--- src/rtl/toi2s_pkg.sv ---
// Shared types and constants for the amp_cfg boot loader (amp_boot_loader).
// AMP_BOOT_RETRY_EN selects the automatic NACK-retry behaviour.
package toi2s_pkg;

    localparam int unsigned AMP_ST_BUSY    = 0;
    localparam int unsigned AMP_ST_DONE    = 1;
    localparam int unsigned AMP_ST_NACK    = 2;
    localparam int unsigned AMP_ST_IDX_LSB = 3;
    localparam int unsigned AMP_ST_RETRY   = 7;

    localparam int unsigned AMP_RETRY_MAX  = 3;

    // RETRY is only ever entered when AMP_BOOT_RETRY_EN is defined.
    typedef enum logic [2:0] {IDLE, START, BYTE, ACK, STOP, RETRY} amp_i2c_state_t;

    // Byte 0 is the write address; bytes 1..8 come from the snapshot, lowest first.
    function automatic logic [7:0] amp_sel_byte(input logic [63:0] snap,
                                                input logic [3:0]  idx,
                                                input logic [6:0]  addr);
        logic [3:0] k;
        if (idx == 4'd0) begin
            return {addr, 1'b0};
        end
        k = idx - 4'd1;
        return 8'(snap >> ({3'b000, k} << 3));
    endfunction

endpackage

--- src/rtl/amp_boot_loader_phase_gen.sv ---
// Quarter-period generator for the amp I2C master: one q_tick every CLK_DIV clocks
// while enabled, plus a 2-bit quarter index; both restart from zero when disabled.
module amp_i2c_phase_gen #(
    parameter int unsigned CLK_DIV = 4
) (
    input  logic       clk_i,
    input  logic       rst_ni,
    input  logic       en_i,
    output logic       q_tick_o,
    output logic [1:0] quarter_o
);

    localparam logic [7:0] CntMax = 8'(CLK_DIV - 1);

    logic [7:0] cnt_q, cnt_d;
    logic [1:0] qtr_q, qtr_d;

    always_comb begin
        q_tick_o = en_i && (cnt_q == CntMax);
        cnt_d    = 8'd0;
        qtr_d    = 2'd0;
        if (en_i) begin
            cnt_d = q_tick_o ? 8'd0 : cnt_q + 8'd1;
            qtr_d = q_tick_o ? qtr_q + 2'd1 : qtr_q;
        end
    end

    always_ff @(posedge clk_i or negedge rst_ni) begin
        if (!rst_ni) begin
            cnt_q <= 8'd0;
            qtr_q <= 2'd0;
        end else begin
            cnt_q <= cnt_d;
            qtr_q <= qtr_d;
        end
    end

    assign quarter_o = qtr_q;

endmodule

--- src/rtl/amp_boot_loader.sv ---
// Write-only I2C master that pushes the bootmem0..7 snapshot to the amplifier on an
// amp_init rising edge. Optional macro AMP_BOOT_RETRY_EN enables up to 3 NACK retries.
module amp_boot_loader
    import toi2s_pkg::*;
#(
    parameter int unsigned CLK_DIV   = 4,
    parameter logic [6:0]  DEV_ADDR  = 7'h2C,
    parameter int unsigned NUM_BYTES = 8
) (
    input  logic        clk,
    input  logic        resetb,
    input  logic        amp_init,
    input  logic [63:0] bootmem,
    output logic [7:0]  status,
    output logic        busy,
    output logic        done_pulse,
    output logic        scl_oe,
    output logic        sda_oe,
    input  logic        sda_i
);

    amp_i2c_state_t state_q, state_d;

    logic        init_q;
    logic [63:0] snap_q, snap_d;
    logic [2:0]  bit_q, bit_d;
    logic [3:0]  byte_q, byte_d;
    logic        nack_smp_q, nack_smp_d;
    logic        fail_q, fail_d;
    logic        busy_q, busy_d;
    logic        done_q, done_d;
    logic        nack_q, nack_d;
    logic [3:0]  idx_q, idx_d;
    logic        pulse_q, pulse_d;
    logic        retried;

    logic        q_tick;
    logic [1:0]  quarter;
    logic        last_q;
    logic        init_rise;
    logic [7:0]  cur_byte;

    amp_i2c_phase_gen #(
        .CLK_DIV (CLK_DIV)
    ) u_phase_gen (
        .clk_i     (clk),
        .rst_ni    (resetb),
        .en_i      (state_q != IDLE),
        .q_tick_o  (q_tick),
        .quarter_o (quarter)
    );

    assign init_rise = amp_init && !init_q;
    assign last_q    = q_tick && (quarter == 2'd3);
    assign cur_byte  = amp_sel_byte(snap_q, byte_q, DEV_ADDR);

`ifdef AMP_BOOT_RETRY_EN
    logic [1:0] retry_cnt_q, retry_cnt_d;
    logic [3:0] wait_q, wait_d;
    logic       retried_q, retried_d;
    assign retried = retried_q;
`else
    assign retried = 1'b0;
`endif

    always_comb begin
        state_d    = state_q;
        snap_d     = snap_q;
        bit_d      = bit_q;
        byte_d     = byte_q;
        nack_smp_d = nack_smp_q;
        fail_d     = fail_q;
        busy_d     = busy_q;
        done_d     = done_q;
        nack_d     = nack_q;
        idx_d      = idx_q;
        pulse_d    = 1'b0;
`ifdef AMP_BOOT_RETRY_EN
        retry_cnt_d = retry_cnt_q;
        wait_d      = wait_q;
        retried_d   = retried_q;
`endif
        case (state_q)
            IDLE: begin
                if (init_rise) begin
                    state_d = START;
                    snap_d  = bootmem;
                    busy_d  = 1'b1;
                    done_d  = 1'b0;
                    nack_d  = 1'b0;
                    idx_d   = 4'd0;
                    fail_d  = 1'b0;
`ifdef AMP_BOOT_RETRY_EN
                    retry_cnt_d = 2'd0;
                    retried_d   = 1'b0;
`endif
                end
            end
            START: begin
                if (last_q) begin
                    state_d = BYTE;
                    bit_d   = 3'd7;
                    byte_d  = 4'd0;
                end
            end
            BYTE: begin
                if (last_q) begin
                    if (bit_q == 3'd0) begin
                        state_d = ACK;
                    end else begin
                        bit_d = bit_q - 3'd1;
                    end
                end
            end
            ACK: begin
                if (q_tick && quarter == 2'd2) begin
                    nack_smp_d = sda_i;
                end
                if (last_q) begin
                    if (nack_smp_q) begin
                        state_d = STOP;
                        fail_d  = 1'b1;
                    end else if (byte_q == 4'(NUM_BYTES)) begin
                        state_d = STOP;
                    end else begin
                        state_d = BYTE;
                        byte_d  = byte_q + 4'd1;
                        bit_d   = 3'd7;
                    end
                end
            end
            STOP: begin
                if (last_q) begin
`ifdef AMP_BOOT_RETRY_EN
                    if (fail_q && retry_cnt_q != 2'(AMP_RETRY_MAX)) begin
                        state_d   = RETRY;
                        wait_d    = 4'd0;
                        retried_d = 1'b1;
                    end else
`endif
                    begin
                        state_d = IDLE;
                        busy_d  = 1'b0;
                        done_d  = 1'b1;
                        pulse_d = 1'b1;
                        nack_d  = fail_q;
                        idx_d   = fail_q ? byte_q : 4'd0;
                    end
                end
            end
`ifdef AMP_BOOT_RETRY_EN
            RETRY: begin
                // Bus stays released for 16 quarters before the frame restarts.
                if (q_tick) begin
                    if (wait_q == 4'd15) begin
                        state_d     = START;
                        fail_d      = 1'b0;
                        retry_cnt_d = retry_cnt_q + 2'd1;
                    end else begin
                        wait_d = wait_q + 4'd1;
                    end
                end
            end
`endif
            default: state_d = IDLE;
        endcase
    end

    always_ff @(posedge clk or negedge resetb) begin
        if (!resetb) begin
            state_q    <= IDLE;
            init_q     <= 1'b0;
            snap_q     <= 64'd0;
            bit_q      <= 3'd0;
            byte_q     <= 4'd0;
            nack_smp_q <= 1'b0;
            fail_q     <= 1'b0;
            busy_q     <= 1'b0;
            done_q     <= 1'b0;
            nack_q     <= 1'b0;
            idx_q      <= 4'd0;
            pulse_q    <= 1'b0;
        end else begin
            state_q    <= state_d;
            init_q     <= amp_init;
            snap_q     <= snap_d;
            bit_q      <= bit_d;
            byte_q     <= byte_d;
            nack_smp_q <= nack_smp_d;
            fail_q     <= fail_d;
            busy_q     <= busy_d;
            done_q     <= done_d;
            nack_q     <= nack_d;
            idx_q      <= idx_d;
            pulse_q    <= pulse_d;
        end
    end

`ifdef AMP_BOOT_RETRY_EN
    always_ff @(posedge clk or negedge resetb) begin
        if (!resetb) begin
            retry_cnt_q <= 2'd0;
            wait_q      <= 4'd0;
            retried_q   <= 1'b0;
        end else begin
            retry_cnt_q <= retry_cnt_d;
            wait_q      <= wait_d;
            retried_q   <= retried_d;
        end
    end
`endif

    // Pad drive decoded from registered state; 1 pulls the line low.
    always_comb begin
        scl_oe = 1'b0;
        sda_oe = 1'b0;
        case (state_q)
            START: sda_oe = quarter[1];
            BYTE: begin
                scl_oe = !quarter[1];
                sda_oe = !cur_byte[bit_q];
            end
            ACK:  scl_oe = !quarter[1];
            STOP: begin
                scl_oe = (quarter == 2'd0);
                sda_oe = !quarter[1];
            end
            default: ;
        endcase
    end

    always_comb begin
        status                          = 8'd0;
        status[AMP_ST_BUSY]             = busy_q;
        status[AMP_ST_DONE]             = done_q;
        status[AMP_ST_NACK]             = nack_q;
        status[AMP_ST_IDX_LSB +: 4]     = idx_q;
        status[AMP_ST_RETRY]            = retried;
    end

    assign busy       = busy_q;
    assign done_pulse = pulse_q;

endmodule
--- config.mk ---
export PLATFORM = sky130hd
export DESIGN_NAME = amp_boot_loader
export DESIGN_NICKNAME = d
export VERILOG_FILES = /design/src/rtl/toi2s_pkg.sv /design/src/rtl/amp_boot_loader_phase_gen.sv /design/src/rtl/amp_boot_loader.sv
export SDC_FILE = /design/constraint.sdc
export NUM_CORES = 1
export LEC_CHECK = 0
export CORE_MARGIN = 4
export CORE_UTILIZATION = 35
export CTS_CLUSTER_SIZE = 8
export DETAILED_ROUTE_END_ITERATION = 10
export SYNTH_ARGS = -nofsm -noshare
export SYNTH_HDL_FRONTEND = slang
export SYNTH_SLANG_ARGS = --single-unit
export TNS_END_PERCENT = 10
--- constraint.sdc ---
create_clock -name clk -period 4 [get_ports clk]
set_input_delay 0.6 -clock clk [delete_from_list [all_inputs] [get_ports clk]]
set_output_delay 0.6 -clock clk [all_outputs]
set_load 0.05 [all_outputs]
==> metrics.cfg, run 1 <==
[job]
cap_violations = 0

[clock_network]
cts_max_level = 3
cts_sinks = 95
postCtsSetupRepairBufs = 0
root_buffer = clkbuf_16
cts_resized = 0
clkTransAtPathRegs_ns = 0.07
postCtsHoldBufs = 0
insertion_delay_ns = 0.34
cts_tree = yes
numCtsBuffers = 9
cts_buffer_depth = 2

[finish]
num-nets-final = 503
final_cell_mix = dfrtp_1, clkdlybuf4s50_1, mux2_2
ff_latch_area_um2 = 2380
drive_above_1_share_pct = 26.0
diodes = 0
fin_cells = 603
syn_to_final_growth_pct = 26.6
layout_commonest_cell = dfrtp_1
fillers = 1155
multiInputGateArea_um2 = 2100

[synthesis]
syn_nets = 436
synth_top_flop_cell = dfrtp_1
syn_inst = 360
synth_seq_cells = 95
synth_edf_count = 0
synth_area_um2 = 4640
yosysSeqAreaShare_pct = 51.3
async_reset_ff_share_pct = 100
yosys.cell_types.count = 52
ys_warn_count = 0
avgSynthCellArea_um2 = 12.9

[floorplanning]
num_rows = 41
design.portCount = 80
coreArea_um2 = 12800
dieArea_um2 = 15200
die_h_um = 123
fp.dieW_um = 123
initial_utilization_pct = 36.3

[setup_path]
worstPathBufferInverterCount = 2
cp-endpoint = sda_oe
r2r_slack_ns = 1.42
r2r-start = state_q[1]
crit_cells = 8
rr_worst_depth = 4
crit_family = multiplexers
cpPeakStageDelay_ns = 0.58
critPathKind = reg2out
startpoint = byte_q[1]
crit_arrival_ns = 3.18
path_cells = inv_1 -> ha_2 -> mux4_2 -> mux4_2 -> a221oi_1 -> o21ai_0 -> o211ai_1 -> buf_12
start_kind = register
crit_fanout = 16
crit_slowest_cell = ha_2
cpMostUsedCell = mux4_2
r2r_end = snap_q[43]
worstSetupEndpointType = primary output
crit_required_ns = 3.40

[place]
port_buffers = 78
pre_cts_ws_ns = 0.430
dpl.hpwl_um = 7730
gp_congestion = 0.860
place_inst = 588

[pwr]
p_leak_nw = 2.68
powerDensity_nw_per_um2 = 329
vdd_drop_max_uv = 219

[sta]
relSlewSlack_pct = 30.0
drv_slew = 0
grt_setup_unrepaired = no
min_period_ns = 3.78
finalSetupTns_ns = 0
final_hold_viol_count = 0
whs_ns = 0.443
fmax_mhz = 264
tightest_slew_ns = 1.05
fin_skew_ns = 0.00783
setup_viol_count_final = 0
setup_slack_ns = 0.218
finalCritPeriodShare_pct = 94.5

[drt]
drt_iter0_drc = 250
avgViaCountPerCell = 5.18
drc = 0
wl_per_cell_um = 17.5
drt_pre_antenna_iters = 4
ant_nets = 0
vias = 3125
routed_wl_um = 10500

[outcome]
status = finished, final reports clean

[global_routing]
grt_pass1_wl_um = 17300
grt_overflow = 0
first_global_vias = 3278
grt_max_degree = 83
grt_usage_pct = 14.9
grt_antenna_before_repair = 0

[hold_path]
min_path_type = in2async

## power breakdown
part / internal [mW] / switching, mW
Clock: 0.505 / 0.371
Combinational: 0.0585 / 0.0333
Sequential: 0.961 / 0.00105
## worst reg2reg max path, cell delays in order, from the launching register on
cell	delay, ns
dfrtp_1	0.51
nor3_1	0.58
nand3_4	0.56
buf_4	0.48
mux2_2	0.34
## sequential cells by signal, summed over array words and instances, names as in the netlist
name,count
idx_q,4
fail_q,1
nack_smp_q,1
busy,1
snap_q,64
bit_q,3
done_pulse,1
init_q,1
done_q,1
state_q,3
u_phase_gen.quarter_o,2
nack_q,1
u_phase_gen.cnt_q,8
byte_q,4
## layout make-up
type	instances	share of cell area, %
Clock buffer	10	4.07
Clock inverter	5	1.09
Inverter	16	1.02
Multi-Input combinational cell	223	35.7
Sequential cell	95	40.5
Tap cell	172	3.66
Timing Repair Buffer	82	13.9
## layer usage
metal | global-route usage, % | vias to the layer above | wire, um
li1 | - | 1458 | -
met1 | 20.0 | 1566 | 4640
met5 | 0 | - | 0
met4 | 4.08 | 0 | 151
met3 | 3.84 | 12 | 515
met2 | 24.3 | 89 | 5220
## worst min path at each step
| stage | cells past startpoint | slack (ns) | to |
|---|---|---|---|
| CTS | 1 | 0.47 | u_phase_gen.cnt_q[0] |
| global placement | 1 | 0.44 | u_phase_gen.cnt_q[0] |
| floorplan | 0 | 0.30 | bit_q[0] |
| finish | 1 | 0.44 | snap_q[43] |
| detailed placement | 1 | 0.47 | u_phase_gen.cnt_q[0] |
| global route | 1 | 0.50 | u_phase_gen.cnt_q[0] |
## Yosys cell counts, drive strengths merged, types with 2 or more instances
library cell | count | area (um2)
xor2 | 4 | 35.0
nor3 | 6 | 30.0
mux4 | 17 | 383
o21ai | 6 | 30.0
and3b | 2 | 17.5
nor4 | 2 | 27.5
or4 | 4 | 33.8
a22o | 3 | 26.3
clkbuf | 17 | 63.8
a21oi | 6 | 30.0
o311ai | 2 | 17.5
nand4 | 3 | 18.8
nand2b | 4 | 25.0
o31ai | 9 | 67.6
mux2i | 5 | 50.1
xnor2 | 3 | 26.3
nand3 | 15 | 75.1
a31oi | 2 | 12.5
nand2 | 9 | 33.8
ha | 8 | 100
clkinv | 2 | 7.51
a311oi | 2 | 17.5
mux2 | 66 | 743
dfrtp | 95 | 2380
a32o | 2 | 20.0
nor2b | 2 | 12.5
or2 | 2 | 12.5
buf | 9 | 52.6
a221oi | 2 | 23.8
o21bai | 3 | 22.5
nor2 | 18 | 67.6
o21a | 2 | 15.0
inv | 14 | 52.6
## kinds of logic after synthesis
group                      Yosys count  synth area share [%]
AOI/OAI and AO/OA                   49                  7.93
buffers and inverters               42                  3.80
adders and majority gates            8                  2.16
and+or+nand+nor                     70                  8.09
other                                1                0.0809
muxes                               88                  25.4
xor gates and xnor gates             7                  1.32
DFF                                 95                  51.3
## per-stage QoR
step | total power [mW] | instance area (um2) | util [%]
finish | 1.93 | 5870 | 46.0
global route | 2.00 | 5870 | 46.0
CTS | 1.96 | 5870 | 46.0
detailed placement | 1.07 | 5570 | 43.6
global placement | 1.07 | 5570 | 43.6
floorplan | 0.985 | 4640 | -
Note: power is estimated with default switching activity, not from simulation.
==> run 2, diff against run 1 <==
--- a/config.mk
+++ b/config.mk
@@ -7,6 +7,7 @@
 export LEC_CHECK = 0
 export CORE_MARGIN = 4
 export CORE_UTILIZATION = 35
+export CTS_CLUSTER_DIAMETER = 50
 export CTS_CLUSTER_SIZE = 8
 export DETAILED_ROUTE_END_ITERATION = 10
 export SYNTH_ARGS = -nofsm -noshare
==> results of run 2 <==
Same layout as run 1: the final DEF is identical, and so are final timing and power.
